`src/rtl/serial_subtractor_if.sv`:
```
// Operand and result handshake bundle for serial_subtractor.
// The overflow signal exists only when SERIAL_SUB_SIGNED_OVF_EN is defined.
interface serial_subtractor_if #(
  parameter int WIDTH = 32
);
  logic             in_valid;
  logic             in_ready;
  logic [WIDTH-1:0] input1;
  logic [WIDTH-1:0] input2;
  logic             out_valid;
  logic             out_ready;
  logic [WIDTH-1:0] answer;
  logic             borrow_out;
`ifdef SERIAL_SUB_SIGNED_OVF_EN
  logic             overflow;
`endif

  modport master (
`ifdef SERIAL_SUB_SIGNED_OVF_EN
    input  overflow,
`endif
    output in_valid, input1, input2, out_ready,
    input  in_ready, out_valid, answer, borrow_out
  );

  modport slave (
`ifdef SERIAL_SUB_SIGNED_OVF_EN
    output overflow,
`endif
    input  in_valid, input1, input2, out_ready,
    output in_ready, out_valid, answer, borrow_out
  );
endinterface

```
`src/rtl/serial_subtractor.sv`:
```
// Multi-cycle subtractor: answer = input1 - input2, CHUNK bits per clock, LSB first.
// Define SERIAL_SUB_SIGNED_OVF_EN to add a registered two's-complement overflow output.
module serial_subtractor #(
  parameter int WIDTH = 32,
  parameter int CHUNK = 4
) (
  input logic            clk,
  input logic            rst_n,
  serial_subtractor_if.slave bus
);
  localparam int NCH = WIDTH / CHUNK;
  localparam int CW  = (NCH > 1) ? $clog2(NCH) : 1;

  localparam logic [1:0] IDLE = 2'd0;
  localparam logic [1:0] BUSY = 2'd1;
  localparam logic [1:0] DONE = 2'd2;

  if ((WIDTH % CHUNK) != 0) begin : g_bad_chunk
    $error("serial_subtractor: CHUNK must divide WIDTH exactly");
  end

  logic [1:0]       state_q, state_d;
  logic [CW-1:0]    count_q, count_d;
  logic             borrow_q, borrow_d;
  logic [WIDTH-1:0] answer_q, answer_d;
  logic             borrow_out_q, borrow_out_d;
  logic [WIDTH-1:0] a_sr_q, a_sr_d;
  logic [WIDTH-1:0] b_sr_q, b_sr_d;
  logic [WIDTH-1:0] r_sr_q, r_sr_d;

  logic [CHUNK:0]   diff;
  logic [WIDTH-1:0] r_next;
  logic             last_chunk;

  // One chunk of the ripple: the extra MSB of the CHUNK+1-bit difference is the borrow.
  assign diff       = {1'b0, a_sr_q[CHUNK-1:0]} - {1'b0, b_sr_q[CHUNK-1:0]}
                    - {{CHUNK{1'b0}}, borrow_q};
  assign r_next     = (r_sr_q >> CHUNK) | (WIDTH'(diff[CHUNK-1:0]) << (WIDTH - CHUNK));
  assign last_chunk = (count_q == CW'(NCH - 1));

`ifdef SERIAL_SUB_SIGNED_OVF_EN
  logic ovf_q, ovf_d;
  logic a_msb_q, a_msb_d;
  logic b_msb_q, b_msb_d;
`endif

  always_comb begin
    // NOTE: every always_comb output gets a default first so no path leaves it unassigned (no latch).
    state_d      = state_q;
    count_d      = count_q;
    borrow_d     = borrow_q;
    answer_d     = answer_q;
    borrow_out_d = borrow_out_q;
    a_sr_d       = a_sr_q;
    b_sr_d       = b_sr_q;
    r_sr_d       = r_sr_q;
`ifdef SERIAL_SUB_SIGNED_OVF_EN
    ovf_d        = ovf_q;
    a_msb_d      = a_msb_q;
    b_msb_d      = b_msb_q;
`endif
    case (state_q)
      IDLE: begin
        if (bus.in_valid) begin
          a_sr_d   = bus.input1;
          b_sr_d   = bus.input2;
          borrow_d = 1'b0;
          count_d  = '0;
          state_d  = BUSY;
`ifdef SERIAL_SUB_SIGNED_OVF_EN
          a_msb_d  = bus.input1[WIDTH-1];
          b_msb_d  = bus.input2[WIDTH-1];
`endif
        end
      end
      BUSY: begin
        a_sr_d   = a_sr_q >> CHUNK;
        b_sr_d   = b_sr_q >> CHUNK;
        r_sr_d   = r_next;
        borrow_d = diff[CHUNK];
        count_d  = count_q + CW'(1);
        if (last_chunk) begin
          answer_d     = r_next;
          borrow_out_d = diff[CHUNK];
          state_d      = DONE;
`ifdef SERIAL_SUB_SIGNED_OVF_EN
          ovf_d        = (a_msb_q != b_msb_q) && (r_next[WIDTH-1] != a_msb_q);
`endif
        end
      end
      DONE: begin
        if (bus.out_ready) state_d = IDLE;
      end
      default: state_d = IDLE;
    endcase
  end

  // NOTE: sequential state uses non-blocking assignments so every flop samples pre-edge values.
  always_ff @(posedge clk or negedge rst_n) begin
    if (!rst_n) begin
      state_q      <= IDLE;
      count_q      <= '0;
      borrow_q     <= 1'b0;
      answer_q     <= '0;
      borrow_out_q <= 1'b0;
`ifdef SERIAL_SUB_SIGNED_OVF_EN
      ovf_q        <= 1'b0;
`endif
    end else begin
      state_q      <= state_d;
      count_q      <= count_d;
      borrow_q     <= borrow_d;
      answer_q     <= answer_d;
      borrow_out_q <= borrow_out_d;
`ifdef SERIAL_SUB_SIGNED_OVF_EN
      ovf_q        <= ovf_d;
`endif
    end
  end

  // NOTE: operand/result shift registers carry no reset; they are always loaded before being read.
  always_ff @(posedge clk) begin
    a_sr_q <= a_sr_d;
    b_sr_q <= b_sr_d;
    r_sr_q <= r_sr_d;
`ifdef SERIAL_SUB_SIGNED_OVF_EN
    a_msb_q <= a_msb_d;
    b_msb_q <= b_msb_d;
`endif
  end

  assign bus.in_ready   = (state_q == IDLE);
  assign bus.out_valid  = (state_q == DONE);
  assign bus.answer     = answer_q;
  assign bus.borrow_out = borrow_out_q;
`ifdef SERIAL_SUB_SIGNED_OVF_EN
  assign bus.overflow   = ovf_q;
`endif
endmodule
```
`src/flat_wrapper.sv`:
```
// flat-port wrapper written by rule: the top's interface ports become plain ports
module serial_subtractor_flat 
#(
  parameter int WIDTH = 32,
  parameter int CHUNK = 4
)
  (clk, rst_n, bus_in_valid, bus_input1, bus_input2, bus_out_ready, bus_in_ready, bus_out_valid, bus_answer, bus_borrow_out);
  serial_subtractor_if #(.WIDTH(WIDTH)) bus_i ();
  input logic clk;
  input logic rst_n;
  input wire logic [$bits(bus_i.in_valid)-1:0] bus_in_valid;
  input wire logic [$bits(bus_i.input1)-1:0] bus_input1;
  input wire logic [$bits(bus_i.input2)-1:0] bus_input2;
  input wire logic [$bits(bus_i.out_ready)-1:0] bus_out_ready;
  output wire logic [$bits(bus_i.in_ready)-1:0] bus_in_ready;
  output wire logic [$bits(bus_i.out_valid)-1:0] bus_out_valid;
  output wire logic [$bits(bus_i.answer)-1:0] bus_answer;
  output wire logic [$bits(bus_i.borrow_out)-1:0] bus_borrow_out;
  assign bus_i.in_valid = bus_in_valid;
  assign bus_i.input1 = bus_input1;
  assign bus_i.input2 = bus_input2;
  assign bus_i.out_ready = bus_out_ready;
  assign bus_in_ready = bus_i.in_ready;
  assign bus_out_valid = bus_i.out_valid;
  assign bus_answer = bus_i.answer;
  assign bus_borrow_out = bus_i.borrow_out;
  serial_subtractor #(.WIDTH(WIDTH), .CHUNK(CHUNK)) u_core (.clk(clk), .rst_n(rst_n), .bus(bus_i));
endmodule
```
`config.mk`:
```
export PLATFORM = sky130hd
export DESIGN_NAME = serial_subtractor_flat
export DESIGN_NICKNAME = d
export VERILOG_FILES = /design/src/rtl/serial_subtractor_if.sv /design/src/rtl/serial_subtractor.sv /design/src/flat_wrapper.sv
export SDC_FILE = /design/constraint.sdc
export NUM_CORES = 1
export LEC_CHECK = 0
export CORE_MARGIN = 2
export CORE_UTILIZATION = 40
export CTS_CLUSTER_DIAMETER = 30
export DETAILED_ROUTE_END_ITERATION = 8
export PLACE_DENSITY = 0.71
export SLEW_MARGIN = 25
export SYNTH_ARGS = -nofsm -noshare
export SYNTH_HDL_FRONTEND = slang
export SYNTH_SLANG_ARGS = --single-unit
```
`constraint.sdc`:
```
create_clock -name clk -period 2.7 [get_ports clk]
set_input_delay 0.54 -clock clk [delete_from_list [all_inputs] [get_ports clk]]
set_output_delay 0.54 -clock clk [all_outputs]
set_load 0.01 [all_outputs]
```
==> results_dict.tcl, run 1 <==
set metrics [dict create \
    cts_buffers 17 \
    pin_count 103 \
    drt_wl_total_um 9654 \
    ys_ff_latch 131 \
    outcome "complete, no violations" \
    core_area_um2 13090 \
    die_y_um 119.1 \
    drt-met1-wl_um 4204 \
    fin_util 0.5466 \
    antenna_cells 0 \
    synth_enable_flop_cells 92 \
    grt_pass1_wl_um 15820 \
    nets 585 \
    placementRows 42 \
    dr_wl_met3_um 704 \
    rr_endpoint "u_core.borrow_q$_DFFE_PN0P_" \
    cts-root-buf "clkbuf_16" \
    cts_post_setup_buffers_inserted 0 \
    ant_nets 0 \
    clk_path_buf_depth 2 \
    synth.distinct_cells 25 \
    finalSetupViolCount 0 \
    synth_nets 476 \
    total_power_uw 9395 \
    reg2reg_setup_slack_ns 0.62 \
    placed_cells 664 \
    synthXorXnorAreaFrac 0.006608 \
    synth_top_cells_by_area "edfxtp_1, dfrtp_1, nand2_1" \
    worst_pin_slew_ns 0.8605 \
    grt_pass1_vias 3315 \
    finalSetupTns_ns 0 \
    relSlewSlack 0.4263 \
    area_growth_pct 34.91 \
    maxCapViolCount 0 \
    yosys.area.top_type "edfxtp_1" \
    cellPowerDensity_nw_per_um2 1314 \
    cts_tree "done" \
    highest_layer "met4" \
    maxSlewViolCount 0 \
    endpoint_kind "primary output" \
    synth_common_cells "nand2_1, edfxtp_1, dfrtp_1" \
    clock-sinks 131 \
    min_period_over_period 0.7936 \
    drtIter0Drc 265 \
    min_period_ns 2.143 \
    vias 3239 \
    drtPass1Iterations 4 \
    synthMuxAreaShare 0.08709 \
    synth.avg_cell_area_um2 13.32 \
    reg2reg_depth 7 \
    power.leakage_uw 0.003163 \
    grt_max_degree 67 \
    crit_path_start_kind "flop" \
    design.die.area_um2 14190 \
    start_util 0.4051 \
    postCtsHoldBufs 0 \
    grt_setup_unrepaired "false" \
    critPathRequiredTime_ns 2.16 \
    netlist_instances 398 \
    crit_fanout 5 \
    layout-drive-gt1-share 0.1404 \
    final_cells 696 \
    synth_compound_area_frac 0.01156 \
    yosysWarnings 0 \
    port_buffers 102 \
    hpwl_um 6198 \
    fp.dieW_um 119.1 \
    synth_area_um2 5301 \
    synthSimpleGateAreaFrac 0.1381 \
    grt_use_total 0.1465 \
    place.gp.congestion 0.7376 \
    ir_drop_v 0.0004783 \
    antenna_found_initial 0 \
    cts-htree-levels 4 \
    yosysSeqAreaShare 0.7052 \
    grt.overflow.total 0 \
    ys.flop_type "edfxtp_1" \
    max_freq_ghz 0.4667 \
    route.detailed.drc 0 \
    clock_latency_ns 0.42 \
    cts_resized 0 \
    routedWlPerCell_um 13.87 \
    synth-adder-area-share 0.02643 \
    synth_top_family_by_area "simple AND/OR/NAND/NOR gates" \
    r2r-start "u_core.b_sr_q[0]$_DFFE_PP_" \
    cp.arrival_ns 1.60 \
    fin_skew_ns 0.007749 \
    ys_async_sr_fraction 0.2977 \
    via_per_inst 4.654 \
    finalHoldViolCount 0 \
    synth_top_area_share 0.5211 \
    synth_most_common_cell "nand2_1" \
    clkTransAtPathRegs_ns 0.06 \
    wl_met2_um 4549 \
    critical_path_class "flop to primary output" \
    hold_path.class "input pin to asynchronous set/reset pin" \
]
power by group:
part	internal (uW)	total [uW]	switching, uW
registers	3560	3980	423
logic	1440	2930	1490
clock network	1630	2480	847
routing by layer:
metal	track usage	vias to the layer above
li1	-	1555
met1	0.1774	1557
met2	0.2288	110
met3	0.05795	17
met4	0.07068	0
met5	0	-
final cells by class:
class                      count  area (um2)
timing repair buffer         106        1059
multi-input combinational    240        1430
clock buffer                  23       553.0
inverter                      11       42.54
clock inverter                 9       108.9
sequential                   131        3739
fill                        1099        5933
tap                          176       220.2
layout by cell type (no fill, tap or decap), types with 3 or more instances in the layout:
master / count
nand2_1: 170
clkdlybuf4s50_1: 101
edfxtp_1: 92
dfrtp_1: 39
mux2_4: 27
clkbuf_16: 21
inv_1: 9
and2_1: 8
ha_1: 8
mux2_2: 5
o21ai_0: 4
clkinv_2: 3
xor2_1: 3
buf_4: 3
critical path: stages (launching register included):
cell and delay, ns:
dfrtp_1 0.43, nand2b_1 0.18, inv_1 0.06, clkdlybuf4s50_1 0.52
cells by family (layout without fill, tap and decap cells):
kind of cell,count (synthesis),in the layout
buf+inv,27,149
mux,32,32
flops,131,131
simple gates,184,184
xor+xnor,4,4
compound gates,10,10
fa+ha+maj,10,10
through the flow:
| stage | setup WS (ns) | area (um2) | hold WS (ns) |
|---|---|---|---|
| final | 0.5571 | 7152 | 0.2387 |
| after global routing | 0.4959 | 7152 | 0.2951 |
| after CTS | 0.5375 | 7152 | 0.2689 |
| after detailed placement | 0.6296 | 6490 | 0.4339 |
| after global placement | 0.7417 | 6490 | 0.4279 |
| after floorplan | 0.3548 | 5301 | 0.2444 |
sequential cells by signal, indices dropped and copies added (netlist names):
name / cells
u_core.state_q: 2
u_core.bus.borrow_out: 1
u_core.borrow_q: 1
u_core.r_sr_q: 28
u_core.b_sr_q: 32
u_core.a_sr_q: 32
u_core.bus.answer: 32
u_core.count_q: 3
worst max path at each step:
stage / from / to / slack (ns)
floorplan: bus_in_valid / u_core.a_sr_q[0]$_DFFE_PP_ / 0.35
global placement: u_core.b_sr_q[0]$_DFFE_PP_ / u_core.borrow_q$_DFFE_PN0P_ / 0.74
detailed placement: u_core.b_sr_q[0]$_DFFE_PP_ / u_core.borrow_q$_DFFE_PN0P_ / 0.63
CTS: u_core.state_q[0]$_DFFE_PN0P_ / bus_out_valid / 0.54
global route: u_core.state_q[0]$_DFFE_PN0P_ / bus_out_valid / 0.50
finish: u_core.state_q[0]$_DFFE_PN0P_ / bus_out_valid / 0.56
Note: power is estimated with default switching activity, not from simulation.
==> run 2, diff against run 1 <==
PLACE_DENSITY = 0.74   (was 0.71)
clock period = 1.8 ns   (was 2.7 ns; I/O delays follow)
==> run 2 against run 1 <==
  * The flow now finishes with violations (hold timing, setup timing)
  * Power is 55% higher
  * Register-to-register slack got worse by 0.74 ns
  * Die area unchanged
  * Count of clock-buffer cells in the layout decreased by 2
  * Worst hold slack lost 0.24 ns
  * Cell count grew 1.7%
  * Combinational power rose by 68%
==> results_dict.tcl, run 2 (synthesis gave the netlist of run 1 again) <==
set metrics [dict create \
    area_growth_pct 38.52 \
    routedWlPerCell_um 13.89 \
    cellPowerDensity_nw_per_um2 1982 \
    outcome "finished with violations" \
    whs_ns -0.001786 \
    pin_count 103 \
    via_per_inst 4.588 \
    die_y_um 119.1 \
    port_buffers 102 \
    p_sw_uw 4300 \
    total_power_uw 14560 \
    cp.arrival_ns 2.21 \
    vias 3248 \
    power_frac_seq 0.409 \
    rr_endpoint "u_core.bus.answer[31]$_DFFE_PN0P_" \
    cp-endpoint "u_core.bus.answer[31]$_DFFE_PN0P_" \
    power.leakage_uw 0.003249 \
    p_int_uw 10260 \
    relSlewSlack 0.6626 \
    core_area_um2 13090 \
    fin_skew_ns 0.01134 \
    grt_pass1_vias 3415 \
    hpwl_um 6601 \
    fp.dieW_um 119.1 \
    placementRows 42 \
    drtIter0Drc 201 \
    ir_drop_v 0.0007227 \
    final_cell_mix "nand2_1, clkdlybuf4s50_1, edfxtp_1, dfrtp_1, mux2_4" \
    worst_pin_slew_ns 0.5061 \
    grt.overflow.total 0 \
    cts-root-buf "clkbuf_16" \
    critPathRequiredTime_ns 2.09 \
    design.die.area_um2 14190 \
    cts_tree "done" \
    grt_use_total 0.1514 \
    crit_fanout 2 \
    clkTransAtPathRegs_ns 0.06 \
    place.gp.congestion 0.7519 \
    route.detailed.drc 0 \
    endpoint_kind "flop" \
    maxSlewViolCount 0 \
    finalHoldViolCount 2 \
    hold_path.class "input pin to asynchronous set/reset pin" \
    cts_buffers 17 \
    drt_wl_total_um 9834 \
    antenna_found_initial 0 \
    layout-drive-gt1-share 0.1823 \
    grt_setup_unrepaired "true" \
    grt_max_degree 87 \
    clk_path_buf_depth 2 \
    postCtsHoldBufs 0 \
    reg2reg_depth 7 \
    clockPowerShare 0.253 \
    drtPass1Iterations 6 \
    cts-htree-levels 4 \
    start_util 0.4051 \
    critical_path_class "flop to flop" \
    maxCapViolCount 0 \
    placed_area_um2 6635 \
    finalSetupViolCount 4 \
    fin_ws_ns -0.1177 \
    final_common_cell "nand2_1" \
    p_sw_frac 0.2954 \
    grt_pass1_wl_um 16470 \
    clock-sinks 131 \
    crit_start "u_core.a_sr_q[0]$_DFFE_PP_" \
    crit_path_start_kind "flop" \
    reg2reg_setup_slack_ns -0.12 \
    fin_util 0.5612 \
    min_period_ns 1.918 \
    min_period_over_period 1.065 \
    post-route-cell-area_um2 7343 \
    r2r-start "u_core.a_sr_q[0]$_DFFE_PP_" \
    antenna_cells 0 \
    ant_nets 0 \
    nets 597 \
    pwr-share-comb 0.338 \
    max_freq_ghz 0.5215 \
    violations "hold timing, setup timing" \
    clock_latency_ns 0.42 \
]
-- run 2: through the flow --
step           hold WS (ns)  instances  setup slack [ns]  setup TNS, ns
2_1_floorplan       0.06441        398           -0.1577         -10.26
3_3_place_gp         0.4290        674          -0.07664       -0.09391
3_5_place_dp         0.4317        674           -0.1342        -0.2922
4_1_cts             0.01312        708           -0.1223        -0.2788
5_1_grt             0.02908        708           -0.1788        -0.6031
6_report          -0.001786        708           -0.1177        -0.3002
-- run 2: how the worst min path moves through the flow --
| stage | to | slack (ns) | depth (start not counted) |
|---|---|---|---|
| finish | u_core.bus.answer[11]$_DFFE_PN0P_ | -0.002 | 2 |
| detailed placement | u_core.r_sr_q[24]$_DFFE_PP_ | 0.43 | 0 |
| global placement | u_core.r_sr_q[25]$_DFFE_PP_ | 0.43 | 0 |
| CTS | u_core.bus.answer[11]$_DFFE_PN0P_ | 0.01 | 2 |
| floorplan | u_core.borrow_q$_DFFE_PN0P_ | 0.06 | 0 |
| global route | u_core.bus.answer[11]$_DFFE_PN0P_ | 0.03 | 2 |
-- run 2: cell type report --
| cell class | count | area, um2 |
|---|---|---|
| well taps | 176 | 220.2 |
| repair buffers | 118 | 1200 |
| clock buffers | 21 | 503.0 |
| multi-input cells | 240 | 1489 |
| fillers | 1052 | 5742 |
| clock inverters | 11 | 145.1 |
| flip-flops and latches | 131 | 3740 |
| inverters | 11 | 46.29 |
-- run 2: repair_timing --
action	4_1_cts	5_1_grt
pin swaps	4	0
cloned	0	0
gates resized for setup	13	2
setup buffers	2	0
setup endpoints to repair	7	6
-- run 2: per-layer routing --
metal / global-route usage / part of all wire / vias to the layer above
li1: - / - / 1582
met1: 0.1797 / 0.43 / 1547
met2: 0.2478 / 0.49 / 104
met3: 0.04981 / 0.064 / 15
met4: 0.07366 / 0.017 / 0
met5: 0 / 0 / -
-- run 2: worst max-delay path: stages, from the launching register on --
cell,delay (ns)
edfxtp_1,0.40
fa_2,0.56
inv_2,0.05
ha_4,0.15
o21ai_2,0.10
nand3b_1,0.10
xor2_1,0.17
mux2_4,0.27
-- run 2: power by group through the flow --
| stage | Combinational [uW] | Sequential (uW) | Clock, uW |
|---|---|---|---|
| 2_1_floorplan | 2720 | 6030 | 0 |
| 3_3_place_gp | 4480 | 5940 | 0 |
| 3_5_place_dp | 4740 | 6020 | 0 |
| 4_1_cts | 4930 | 5990 | 3750 |
| 5_1_grt | 5450 | 6120 | 3890 |
| 6_report | 4920 | 5960 | 3680 |
